**src/rtl/keypad_pkg.sv**
```systemverilog
// Shared constants, state encoding and key-position helper for keypad_emulator.
package keypad_pkg;

    localparam int unsigned KEY_ROWS = 3;
    localparam int unsigned KEY_COLS = 3;

    localparam logic [3:0] KEY_MIN = 4'd1;
    localparam logic [3:0] KEY_MAX = 4'd9;

    localparam logic [15:0] LFSR_SEED = 16'hACE1;
    // Fibonacci taps for x^16+x^14+x^13+x^11+1 in right-shift form (bits 0,2,3,5).
    localparam logic [15:0] LFSR_TAPS = 16'h002D;

    typedef enum logic [2:0] {
        IDLE    = 3'd0,
        BNC_ON  = 3'd1,
        HOLD    = 3'd2,
        BNC_OFF = 3'd3,
        GAP     = 3'd4
    } state_t;

    typedef struct packed {
        logic [1:0] row;
        logic [1:0] col;
    } key_pos_t;

    function automatic key_pos_t key_pos(input logic [3:0] k);
        key_pos_t   p;
        logic [3:0] km1;
        km1   = k - 4'd1;
        p.row = 2'(km1 / 4'(KEY_COLS));
        p.col = 2'(km1 % 4'(KEY_COLS));
        return p;
    endfunction

endpackage

```
**src/rtl/keypad_emulator_bounce_lfsr.sv**
```systemverilog
// 16-bit Fibonacci LFSR supplying the contact-bounce pattern; advances only when adv is high.
module bounce_lfsr
    import keypad_pkg::*;
(
    input  logic hwclk,
    input  logic hwrst_n,
    input  logic adv,
    output logic bit_out
);

    logic [15:0] r_lfsr;
    logic        w_fb;

    assign w_fb    = ^(r_lfsr & LFSR_TAPS);
    assign bit_out = r_lfsr[0];

    always_ff @(posedge hwclk or negedge hwrst_n) begin
        if (!hwrst_n) begin
            r_lfsr <= LFSR_SEED;
        end else if (adv) begin
            r_lfsr <= {w_fb, r_lfsr[15:1]};
        end
    end

endmodule

```
**src/rtl/keypad_emulator.sv**
```systemverilog
// 3x3 matrix-keypad responder: holds one key closed per command, then enforces a release gap.
// Define KEYPAD_EMU_BOUNCE_EN to add press/release contact bounce driven by bounce_lfsr.
module keypad_emulator
    import keypad_pkg::*;
#(
    parameter int unsigned HOLD_CYCLES   = 120000,
    parameter int unsigned BOUNCE_CYCLES = 12000,
    parameter int unsigned GAP_CYCLES    = 60000,
    parameter int unsigned CNT_W         = 24
) (
    input  logic       hwclk,
    input  logic       hwrst_n,
    input  logic       keypad_r1,
    input  logic       keypad_r2,
    input  logic       keypad_r3,
    output logic       keypad_c1,
    output logic       keypad_c2,
    output logic       keypad_c3,
    input  logic       cmd_valid,
    input  logic [3:0] cmd_key,
    output logic       cmd_ready,
    output logic       cmd_err,
    output logic       busy,
    output logic       done
);

`ifdef KEYPAD_EMU_BOUNCE_EN
    localparam bit BNC_EN = (BOUNCE_CYCLES != 0);
`else
    localparam bit BNC_EN = 1'b0;
`endif

    state_t           r_state;
    state_t           w_next;
    logic [CNT_W-1:0] r_cnt;
    key_pos_t         r_pos;
    logic             r_err;
    logic             w_key_ok;
    logic             w_accept;
    logic             w_lfsr_bit;
    logic             w_contact;
    logic             w_hit;
    logic [KEY_ROWS:0] w_rows;

    function automatic logic [CNT_W-1:0] load_for(input state_t s);
        int unsigned n;
        case (s)
            BNC_ON, BNC_OFF: n = BOUNCE_CYCLES;
            HOLD:            n = HOLD_CYCLES;
            GAP:             n = GAP_CYCLES;
            default:         n = 0;
        endcase
        return (n == 0) ? '0 : CNT_W'(n - 1);
    endfunction

    assign w_key_ok = (cmd_key >= KEY_MIN) && (cmd_key <= KEY_MAX);
    assign w_accept = (r_state == IDLE) && cmd_valid && w_key_ok;

`ifdef KEYPAD_EMU_BOUNCE_EN
    logic w_adv;
    assign w_adv = (r_state == BNC_ON) || (r_state == BNC_OFF);

    bounce_lfsr u_lfsr (
        .hwclk   (hwclk),
        .hwrst_n (hwrst_n),
        .adv     (w_adv),
        .bit_out (w_lfsr_bit)
    );
`else
    logic w_unused_bounce;
    assign w_unused_bounce = |BOUNCE_CYCLES;
    assign w_lfsr_bit      = 1'b0;
`endif

    always_ff @(posedge hwclk or negedge hwrst_n) begin
        if (!hwrst_n) begin
            r_state <= IDLE;
            r_cnt   <= '0;
            r_pos   <= '0;
            r_err   <= 1'b0;
        end else begin
            r_state <= w_next;
            r_err   <= (r_state == IDLE) && cmd_valid && !w_key_ok;
            if (w_accept) begin
                r_pos <= key_pos(cmd_key);
            end
            if (w_next != r_state) begin
                r_cnt <= load_for(w_next);
            end else if (r_cnt != '0) begin
                r_cnt <= r_cnt - 1'b1;
            end
        end
    end

    always_comb begin
        w_next = r_state;
        case (r_state)
            IDLE:    if (w_accept) w_next = BNC_EN ? BNC_ON : HOLD;
            BNC_ON:  if (r_cnt == '0) w_next = HOLD;
            HOLD:    if (r_cnt == '0) w_next = BNC_EN ? BNC_OFF : GAP;
            BNC_OFF: if (r_cnt == '0) w_next = GAP;
            GAP:     if (r_cnt == '0) w_next = IDLE;
            default: w_next = IDLE;
        endcase
    end

    // Contact is a pure function of registered state and LFSR, so it never glitches on inputs.
    always_comb begin
        cmd_ready = (r_state == IDLE);
        busy      = (r_state != IDLE);
        done      = (r_state == GAP) && (r_cnt == '0);
        cmd_err   = r_err;
        w_contact = 1'b0;
        case (r_state)
            BNC_ON, BNC_OFF: w_contact = w_lfsr_bit;
            HOLD:            w_contact = 1'b1;
            default:         w_contact = 1'b0;
        endcase
    end

    // Passive-matrix path: only the selected row can reach the selected column.
    assign w_rows    = {1'b0, keypad_r3, keypad_r2, keypad_r1};
    assign w_hit     = w_contact && w_rows[r_pos.row];
    assign keypad_c1 = w_hit && (r_pos.col == 2'd0);
    assign keypad_c2 = w_hit && (r_pos.col == 2'd1);
    assign keypad_c3 = w_hit && (r_pos.col == 2'd2);

endmodule

```
**config.mk**
```make
export PLATFORM = sky130hd
export DESIGN_NAME = keypad_emulator
export DESIGN_NICKNAME = d
export VERILOG_FILES = /design/src/rtl/keypad_pkg.sv /design/src/rtl/keypad_emulator_bounce_lfsr.sv /design/src/rtl/keypad_emulator.sv
export SDC_FILE = /design/constraint.sdc
export NUM_CORES = 1
export LEC_CHECK = 0
export CORE_UTILIZATION = 60
export DETAILED_ROUTE_END_ITERATION = 8
export HOLD_SLACK_MARGIN = 0.02
export PLACE_DENSITY = 0.82
export SYNTH_ARGS = -nofsm -noshare
export SYNTH_HDL_FRONTEND = slang
export SYNTH_SLANG_ARGS = --single-unit
```
**constraint.sdc**
```tcl
create_clock -name hwclk -period 7.6 [get_ports hwclk]
set_clock_uncertainty 0.2 [all_clocks]
set_input_delay 1.52 -clock hwclk [delete_from_list [all_inputs] [get_ports hwclk]]
set_output_delay 1.52 -clock hwclk [all_outputs]
set_load 0.05 [all_outputs]
```
==> results of run 1 <==
critical path, delay by kind of cell, from the launching register on:
kind / cells / cell delay, ns
flops: 1 / 0.44
buf+inv: 1 / 0.79
simple gates: 4 / 2.14
layout by cell type (no fill, tap or decap), types with 2 or more instances in the layout:
cell             instances
a211oi_1                 2
a21oi_1                 10
a311oi_1                 2
and3_1                   4
buf_4                    2
clkbuf_4                 5
clkdlybuf4s50_1         16
dfrtp_1                 32
ha_1                     7
inv_1                    9
mux2i_1                  3
nand2_1                 17
nand2b_1                 4
nand3_1                  7
nor2_1                  20
nor3_1                   6
nor3b_1                  4
nor4_1                   6
o211ai_1                 2
o21a_1                   2
o21ai_0                 16
o21bai_1                 3
o22ai_1                  4
o31ai_1                  3
or2_2                    3
or3_1                    3
or4_1                    6
xnor2_1                 13
xor2_1                   6
cell families after synthesis:
family | count (synthesis)
multiplexers | 4
flip-flops | 32
XOR/XNOR | 19
AO/OA/AOI/OAI | 54
adder cells (fa/ha/maj) | 7
AND/OR/NAND/NOR | 95
buffers and inverters | 17
per-layer routing:
metal / vias to the layer above / wire length (µm) / part of all wire, % / global-route usage [%]
met3: 11 / 146 / 3.5 / 4.48
met5: - / 0 / 0 / 0
met1: 817 / 1950 / 46 / 34.0
li1: 866 / - / - / -
met4: 0 / 70 / 1.7 / 14.0
met2: 42 / 2050 / 49 / 43.0
Yosys cell counts, types with 2 or more instances:
library cell  count  share of area (%)
a211oi_1          2               0.72
a21oi_1          10                2.4
a311oi_1          2               0.84
and3_1            4                1.2
buf_2             2               0.48
buf_4             2               0.72
buf_6             3                1.6
dfrtp_1          32                 39
ha_1              7                4.2
inv_1             9                1.6
mux2i_1           3                1.4
nand2_1          17                3.1
nand2b_1          4                1.2
nand3_1           7                1.7
nor2_1           20                3.6
nor3_1            6                1.4
nor3b_1           4                1.4
nor4_1            6                1.8
o211ai_1          2               0.72
o21a_1            2               0.72
o21ai_0          16                3.9
o21bai_1          3                1.1
o22ai_1           4                1.2
o31ai_1           3                1.1
or2_2             3               0.90
or3_1             3               0.90
or4_1             6                2.2
xnor2_1          13                5.5
xor2_1            6                2.5
registers in the layout (all words and copies together) (netlist names):
signal / cells
r_cnt: 24
r_pos: 4
r_state: 3
cmd_err: 1
layout make-up:
cell class	instances	area share (%)
inverter	9	1.46
tap	46	2.49
sequential	32	34.6
multi-input combinational	179	50.6
clock inverter	2	1.51
clock buffer	6	1.78
timing repair buffer	18	7.57
final timing paths:
check	startpoint	to	cells past startpoint
min reg2reg	r_pos[2]	r_pos[2]	2
min	r_pos[2]	r_pos[2]	2
max	r_cnt[12]	done	5
max in group asynchronous	hwrst_n	r_pos[2]	2
max reg2reg	r_cnt[12]	r_cnt[0]	5
min in group asynchronous	hwrst_n	r_cnt[10]	2
stage by stage:
stage,utilization [%],worst slack [ns]
2_1_floorplan,-,2.91
3_3_place_gp,67.1,2.58
3_5_place_dp,67.1,2.56
4_1_cts,69.4,2.20
5_1_grt,69.4,1.96
6_report,69.4,2.14
power groups by stage:
stage	logic (W)	clock network (W)	registers [W]
2_1_floorplan	0.0000874	0	0.000219
3_3_place_gp	0.000109	0	0.000225
3_5_place_dp	0.000113	0	0.000226
4_1_cts	0.000114	0.000134	0.000223
5_1_grt	0.000128	0.000139	0.000227
6_report	0.000114	0.000132	0.000223
==> impl_metrics.tcl, run 1 <==
set metrics [dict create \
    p_per_area_nw_per_um2 203 \
    grt_setup_unrepaired "no" \
    globalplace.congestion 0.840 \
    cts_resized 0 \
    worstSetupPathType "flip-flop to output port" \
    cpPeakStageDelay_ns 1.02 \
    peakVddDrop_mv 0.118 \
    switchingPower_w 0.000152 \
    async_flop_share_pct 100 \
    fmax_mhz 183 \
    drt_iter0_drc 90 \
    total_power_w 0.000470 \
    placed_area_um2 2240 \
    hold_ws_ns 0.321 \
    p_sw_share_pct 32.4 \
    seq_power_share_pct 47.5 \
    grt_pass1_wl_um 7170 \
    final_cell_area_um2 2310 \
    drv_slew 0 \
    n_antenna_cell 0 \
    yosysUniqueCellTypes 56 \
    arrival_ns 3.74 \
    grt_usage_pct 26.5 \
    wl_per_cell_um 14.4 \
    fillCellCount 288 \
    fin_nets 262 \
    crit_path_max_fanout 10 \
    die_x_um 60.9 \
    setup_violations 0 \
    cp-end-kind "output port" \
    crit_slowest_cell "nor4bb_1" \
    synth_cells 228 \
    grt_max_degree 33 \
    cts_setup_buffers 0 \
    initial_utilization_pct 62.3 \
    cts_buffers 5 \
    synth_xor_area_share_pct 8.00 \
    dr.pass1.iters 4 \
    r2r_slack_ns 4.44 \
    relSlewSlack_pct 17.8 \
    final_cells 292 \
    ys.flop_type "dfrtp_1" \
    grt_pass1_vias 1621 \
    comb_power_share_pct 24.3 \
    dp.cells 284 \
    cts_tree "built" \
    hp-class "flip-flop to flip-flop" \
    synth_compound_area_share_pct 16.8 \
    cts_sinks 32 \
    synth_fp_nets 245 \
    postCtsHoldBufs 0 \
    p_int_w 0.000318 \
    synth_edf_count 0 \
    rows 21 \
    cts_buffer_depth 2 \
    cp.required_ns 5.88 \
    areaGrowthSynthToFinish_pct 11.3 \
    routed_wl_um 4210 \
    final_layout_size_suffix_gt1_share_pct 9.35 \
    synth_top_family_by_area "simple AND/OR/NAND/NOR gates" \
    die_h_um 60.9 \
    min_period_ns 5.46 \
    muxShareOfSynthArea_pct 1.99 \
    critical_path.startpoint_type "flip-flop" \
    vias_per_cell 5.95 \
    clk_latency_ns 0.35 \
    ys_seq_area_share_pct 38.5 \
    multi_input_area_um2 1170 \
    synth_warnings 0 \
    clock_power_share_pct 28.2 \
    syn_avg_cell_area_um2 9.12 \
    gr-total-overflow 0 \
    leakage_nw 0.904 \
    max-cap-violations 0 \
    synthAdderAreaFrac_pct 4.21 \
    antenna_found_initial 0 \
    setup_tns_ns 0 \
    worst_pin_slew_ns 1.22 \
    clockRootBuffer "clkbuf_4" \
    route.vias.total 1736 \
    path_cells "or4_4 > nor4bb_1 > and2_4 > and3_2 > clkdlybuf4s50_1" \
    ys_seq_elements 32 \
    io_buffer_count 16 \
    io_pins 17 \
    netlist_area_um2 2080 \
    min_period_over_period_pct 71.8 \
    coreArea_um2 3340 \
    status "finished, final reports clean" \
    ant_nets 0 \
    regArea_um2 801 \
    clkTransAtPathRegs_ns 0.12 \
    dp_hpwl_um 2920 \
    synthSimpleGateAreaFrac_pct 25.3 \
    dieArea_um2 3710 \
    htreeDepth 2 \
    drc 0 \
    final-hold-violation-count 0 \
]
Note: power is estimated with default switching activity, not from simulation.
==> inputs of run 2 (changes only) <==
CORE_UTILIZATION = 52   (was 60)
PLACE_DENSITY = 0.75   (was 0.82)
clock period = 4.8 ns   (was 7.6 ns; I/O delays follow)
==> run 2 against run 1 <==
  * First-iteration DRC count up 48%
  * Critical path depth unchanged
  * Combinational power up 63%
  * Sequential power up 58%
  * Non-clock buffer count up 2
  * Clock-buffer cell count unchanged
  * Critical path type unchanged
  * Largest cell class unchanged
==> impl_metrics.tcl, run 2 (synthesis results as in run 1) <==
set metrics [dict create \
    io_pins 17 \
    leakage_nw 0.923 \
    io_buffer_count 16 \
    final-hold-violation-count 0 \
    antenna_found_initial 0 \
    largest_register_ffs 24 \
    grt_setup_unrepaired "no" \
    clockRootBuffer "clkbuf_8" \
    drt_iter0_drc 133 \
    dp_hpwl_um 2910 \
    ant_nets 0 \
    top_regs "r_cnt: 24 flops, r_pos: 4 flops, r_state: 3 flops" \
    routed_wl_um 4140 \
    p_per_area_nw_per_um2 322 \
    n_antenna_cell 0 \
    min_period_ns 4.24 \
    setup_violations 0 \
    hp-class "flip-flop to flip-flop" \
    whs_path_depth 2 \
    crit_path_max_fanout 11 \
    wl_per_cell_um 14.0 \
    dieArea_um2 4260 \
    r2r_cells 8 \
    worstHoldEndpoint "r_pos[2]" \
    postCtsHoldBufs 0 \
    final_layout_size_suffix_gt1_share_pct 10.5 \
    relSlewSlack_pct 60.1 \
    layout_common_cells "dfrtp_1, nor2_1, nand2_1" \
    grt_pass1_wl_um 7250 \
    worstSetupPathType "flip-flop to output port" \
    peakVddDrop_mv 0.213 \
    die_h_um 65.2 \
    fin_nets 264 \
    cts_sinks 32 \
    worst_pin_slew_ns 0.592 \
    areaGrowthSynthToFinish_pct 12.9 \
    grt_pass1_vias 1570 \
    critical_path.reg2reg.endpoint "r_cnt[3]" \
    cts_resized 0 \
    final_util_pct 62.7 \
    cp-end-kind "output port" \
    die_x_um 65.2 \
    setup_tns_ns 0 \
    grt_max_degree 33 \
    worst_hold_startpoint "r_pos[2]" \
    drv_slew 0 \
    coreArea_um2 3740 \
    largest_register "r_cnt" \
    arrival_ns 3.08 \
    timing.rr.start "r_cnt[0]" \
    drc 0 \
    gr-total-overflow 0 \
    globalplace.congestion 0.818 \
    route.vias.total 1724 \
    dr.pass1.iters 4 \
    grt_usage_pct 22.5 \
    layout_commonest_cell "dfrtp_1" \
    vias_per_cell 5.82 \
    fmax_mhz 236 \
    initial_utilization_pct 55.5 \
    cp.required_ns 3.64 \
    final_cells 296 \
    cts_buffers 5 \
    r2r_slack_ns 2.26 \
    cts_setup_buffers 0 \
    clk_latency_ns 0.29 \
    max-cap-violations 0 \
    min_period_over_period_pct 88.4 \
    rows 22 \
    critical_path.startpoint_type "flip-flop" \
    cts_buffer_depth 2 \
    htreeDepth 2 \
    clkTransAtPathRegs_ns 0.07 \
    status "finished, final reports clean" \
    dp.cells 288 \
    cts_tree "built" \
]
## run 2: stage by stage
stage / setup WS [ns] / total power [W] / hold WS (ns) / cell area, µm²
floorplan: 1.23 / 0.000486 / 0.269 / 2080
CTS: 0.549 / 0.000762 / 0.304 / 2350
global placement: 0.820 / 0.000538 / 0.288 / 2260
detailed placement: 0.712 / 0.000542 / 0.287 / 2260
finish: 0.559 / 0.000756 / 0.304 / 2350
global route: 0.375 / 0.000806 / 0.337 / 2350
## run 2: final cells by class
type,count,area [µm²]
Sequential cell,32,801
Clock inverter,2,10.0
Fill cell,339,1400
Timing Repair Buffer,20,190
Tap cell,48,60.1
Clock buffer,6,82.6
Multi-Input combinational cell,179,1170
Inverter,9,33.8
## run 2: how the worst max path moves through the flow
stage | start | end | slack (ns) | cells past startpoint
after floorplan | keypad_r3 | keypad_c2 | 1.23 | 4
after CTS | r_cnt[4] | done | 0.55 | 5
after global routing | r_cnt[4] | done | 0.37 | 5
final | r_cnt[4] | done | 0.56 | 5
after global placement | cmd_key[0] | r_pos[1] | 0.82 | 15
after detailed placement | cmd_key[0] | r_pos[1] | 0.71 | 15
## run 2: layer usage
metal  part of all wire, %  vias to the layer above  global-route usage [%]
met5                     0                        -                       0
li1                      -                      871                       -
met3                   4.7                       11                    5.90
met2                    44                       43                    34.4
met1                    50                      799                    30.2
met4                   2.1                        0                    8.97
## run 2: worst max-delay path, cell delays in order (launching register included)
cell,delay [ns]
dfrtp_1,0.43
nor4_1,0.57
and3_1,0.51
and2_4,0.30
and3_2,0.19
clkdlybuf4s50_1,0.79
## run 2: power breakdown
group | internal (W) | switching [W]
clock | 0.000114 | 0.000103
sequential | 0.000308 | 0.0000438
combinational | 0.0000905 | 0.0000960
total | 0.000513 | 0.000243
==> inputs of run 3 (changes only) <==
CORE_UTILIZATION = 40   (was 52)
PLACE_DENSITY = default   (was 0.75)
clock period = 4.91 ns   (was 4.8 ns; I/O delays follow)
==> run 3 against run 2 <==
  * Clock-buffer cell count did not move
  * Worst setup slack improved by 0.061 ns
  * First-iteration DRC count fell by 8.3%
  * Final area rose by 1.0%
  * Final cell count rose by 6.4%
  * Global-route usage fell by 5.0 points
  * Sequential cell count did not move
  * Clock power fell by 4%
  * Critical path depth did not move
  * Combinational power fell by 5%
  * Worst hold slack improved by 0.019 ns
  * Register-to-register slack improved by 0.07 ns
  * Largest cell class unchanged
==> impl_metrics.tcl, run 3 (synthesis results as in run 1) <==
set metrics [dict create \
    n_antenna_cell 0 \
    p_per_area_nw_per_um2 310 \
    relSlewSlack_pct 61.2 \
    final_layout_size_suffix_gt1_share_pct 10.5 \
    cts_setup_buffers 0 \
    crit_path_max_fanout 11 \
    die_x_um 74.1 \
    regArea_um2 801 \
    drv_slew 0 \
    layout_common_cells "dfrtp_1, nor2_1, nand2_1" \
    layout_commonest_cell "dfrtp_1" \
    timing.rr.start "r_cnt[0]" \
    max-cap-violations 0 \
    grt_usage_pct 17.5 \
    grt_max_degree 33 \
    switchingPower_w 0.000233 \
    p_int_w 0.000501 \
    p_sw_share_pct 31.7 \
    arrival_ns 3.11 \
    fillCellCount 469 \
    setup_violations 0 \
    placed_area_um2 2280 \
    cp-end-kind "output port" \
    wl_per_cell_um 13.5 \
    leakage_nw 0.923 \
    critical_path.startpoint_type "flip-flop" \
    htreeDepth 2 \
    cp.required_ns 3.73 \
    route.vias.total 1701 \
    fmax_mhz 233 \
    setup_tns_ns 0 \
    final_cell_area_um2 2370 \
    comb_power_share_pct 24.2 \
    vias_per_cell 5.40 \
    cts_sinks 32 \
    globalplace.congestion 0.760 \
    final-hold-violation-count 0 \
    met1_usage_pct 24.8 \
    io_buffer_count 16 \
    multi_input_area_um2 1170 \
    cts_buffers 5 \
    postCtsHoldBufs 0 \
    areaGrowthSynthToFinish_pct 14.1 \
    coreArea_um2 4850 \
    min_period_ns 4.29 \
    worstSetupPathType "flip-flop to output port" \
    cp-endpoint "done" \
    clockRootBuffer "clkbuf_8" \
    status "finished, final reports clean" \
    gr-total-overflow 0 \
    seq_power_share_pct 47.2 \
    worst_pin_slew_ns 0.576 \
    dp_hpwl_um 3100 \
    antenna_found_initial 0 \
    clk_latency_ns 0.29 \
    largest_register "r_cnt" \
    r2r_cells 8 \
    top_regs "r_cnt: 24 flops, r_pos: 4 flops, r_state: 3 flops" \
    initial_utilization_pct 42.9 \
    critical_path.reg2reg.endpoint "r_cnt[3]" \
    die_h_um 74.1 \
    r2r_slack_ns 2.33 \
    dr.pass1.iters 4 \
    grt.busiest_layer "met2" \
    use_met2_pct 25.4 \
    clkTransAtPathRegs_ns 0.07 \
    hp-class "flip-flop to flip-flop" \
    drt_iter0_drc 122 \
    largest_register_ffs 24 \
    fin_nets 264 \
    min_period_over_period_pct 87.4 \
    cts_resized 0 \
    cts_tree "built" \
    ant_nets 0 \
    cts_buffer_depth 2 \
    clock_power_share_pct 28.6 \
    rows 25 \
    grt_use_met3_pct 5.42 \
    dieArea_um2 5490 \
    grt_pass1_wl_um 7170 \
    crit_start "r_cnt[4]" \
    grt_pass1_vias 1558 \
    grt_setup_unrepaired "no" \
    peakVddDrop_mv 0.186 \
    io_pins 17 \
    routed_wl_um 4260 \
    drc 0 \
]
run 3: cell counts in the layout (fill, tap and decap cells not counted):
Identical to the previous run, type by type.
run 3: power groups by stage:
stage | Clock [W] | Combinational [W] | Sequential, W
after floorplan | 0 | 0.000135 | 0.000340
after global placement | 0 | 0.000176 | 0.000349
after detailed placement | 0 | 0.000178 | 0.000351
after CTS | 0.000219 | 0.000179 | 0.000346
after global routing | 0.000235 | 0.000201 | 0.000353
final | 0.000210 | 0.000177 | 0.000347
run 3: final cells by class:
cell class	count	area share [%]
clock buffer	6	3.48
clock inverter	2	0.422
inverter	9	1.42
multi-input combinational	179	49.4
sequential	32	33.8
tap	67	3.53
timing repair buffer	20	8.02
run 3: through the flow:
step | hold slack (ns) | total power (W) | utilization (%) | std cells | worst slack [ns]
after floorplan | 0.269 | 0.000475 | - | 228 | 1.30
after global placement | 0.302 | 0.000526 | 47.0 | 307 | 0.878
after detailed placement | 0.302 | 0.000528 | 47.0 | 307 | 0.799
after CTS | 0.320 | 0.000744 | 48.9 | 315 | 0.630
after global routing | 0.380 | 0.000789 | 48.9 | 315 | 0.444
final | 0.324 | 0.000734 | 48.9 | 315 | 0.619
run 3: how the worst min path moves through the flow:
stage | slack (ns) | depth (start not counted) | from | endpoint
after global placement | 0.30 | 2 | r_pos[2] | r_pos[2]
after CTS | 0.32 | 2 | r_pos[2] | r_pos[2]
after floorplan | 0.27 | 2 | r_pos[2] | r_pos[2]
final | 0.32 | 2 | r_pos[2] | r_pos[2]
after global routing | 0.38 | 2 | r_pos[2] | r_pos[2]
after detailed placement | 0.30 | 2 | r_pos[2] | r_pos[2]
run 3: layer usage:
| layer | routed length (µm) | part of all wire, % |
|---|---|---|
| met5 | 0 | 0 |
| met4 | 53 | 1.2 |
| met3 | 146 | 3.4 |
| met2 | 1820 | 43 |
| met1 | 2250 | 53 |
run 3: worst max-delay path: stages, from the launching register on:
cell	delay [ns]
dfrtp_1	0.44
nor4_1	0.57
and3_1	0.52
and2_4	0.30
and3_2	0.19
clkdlybuf4s50_1	0.80
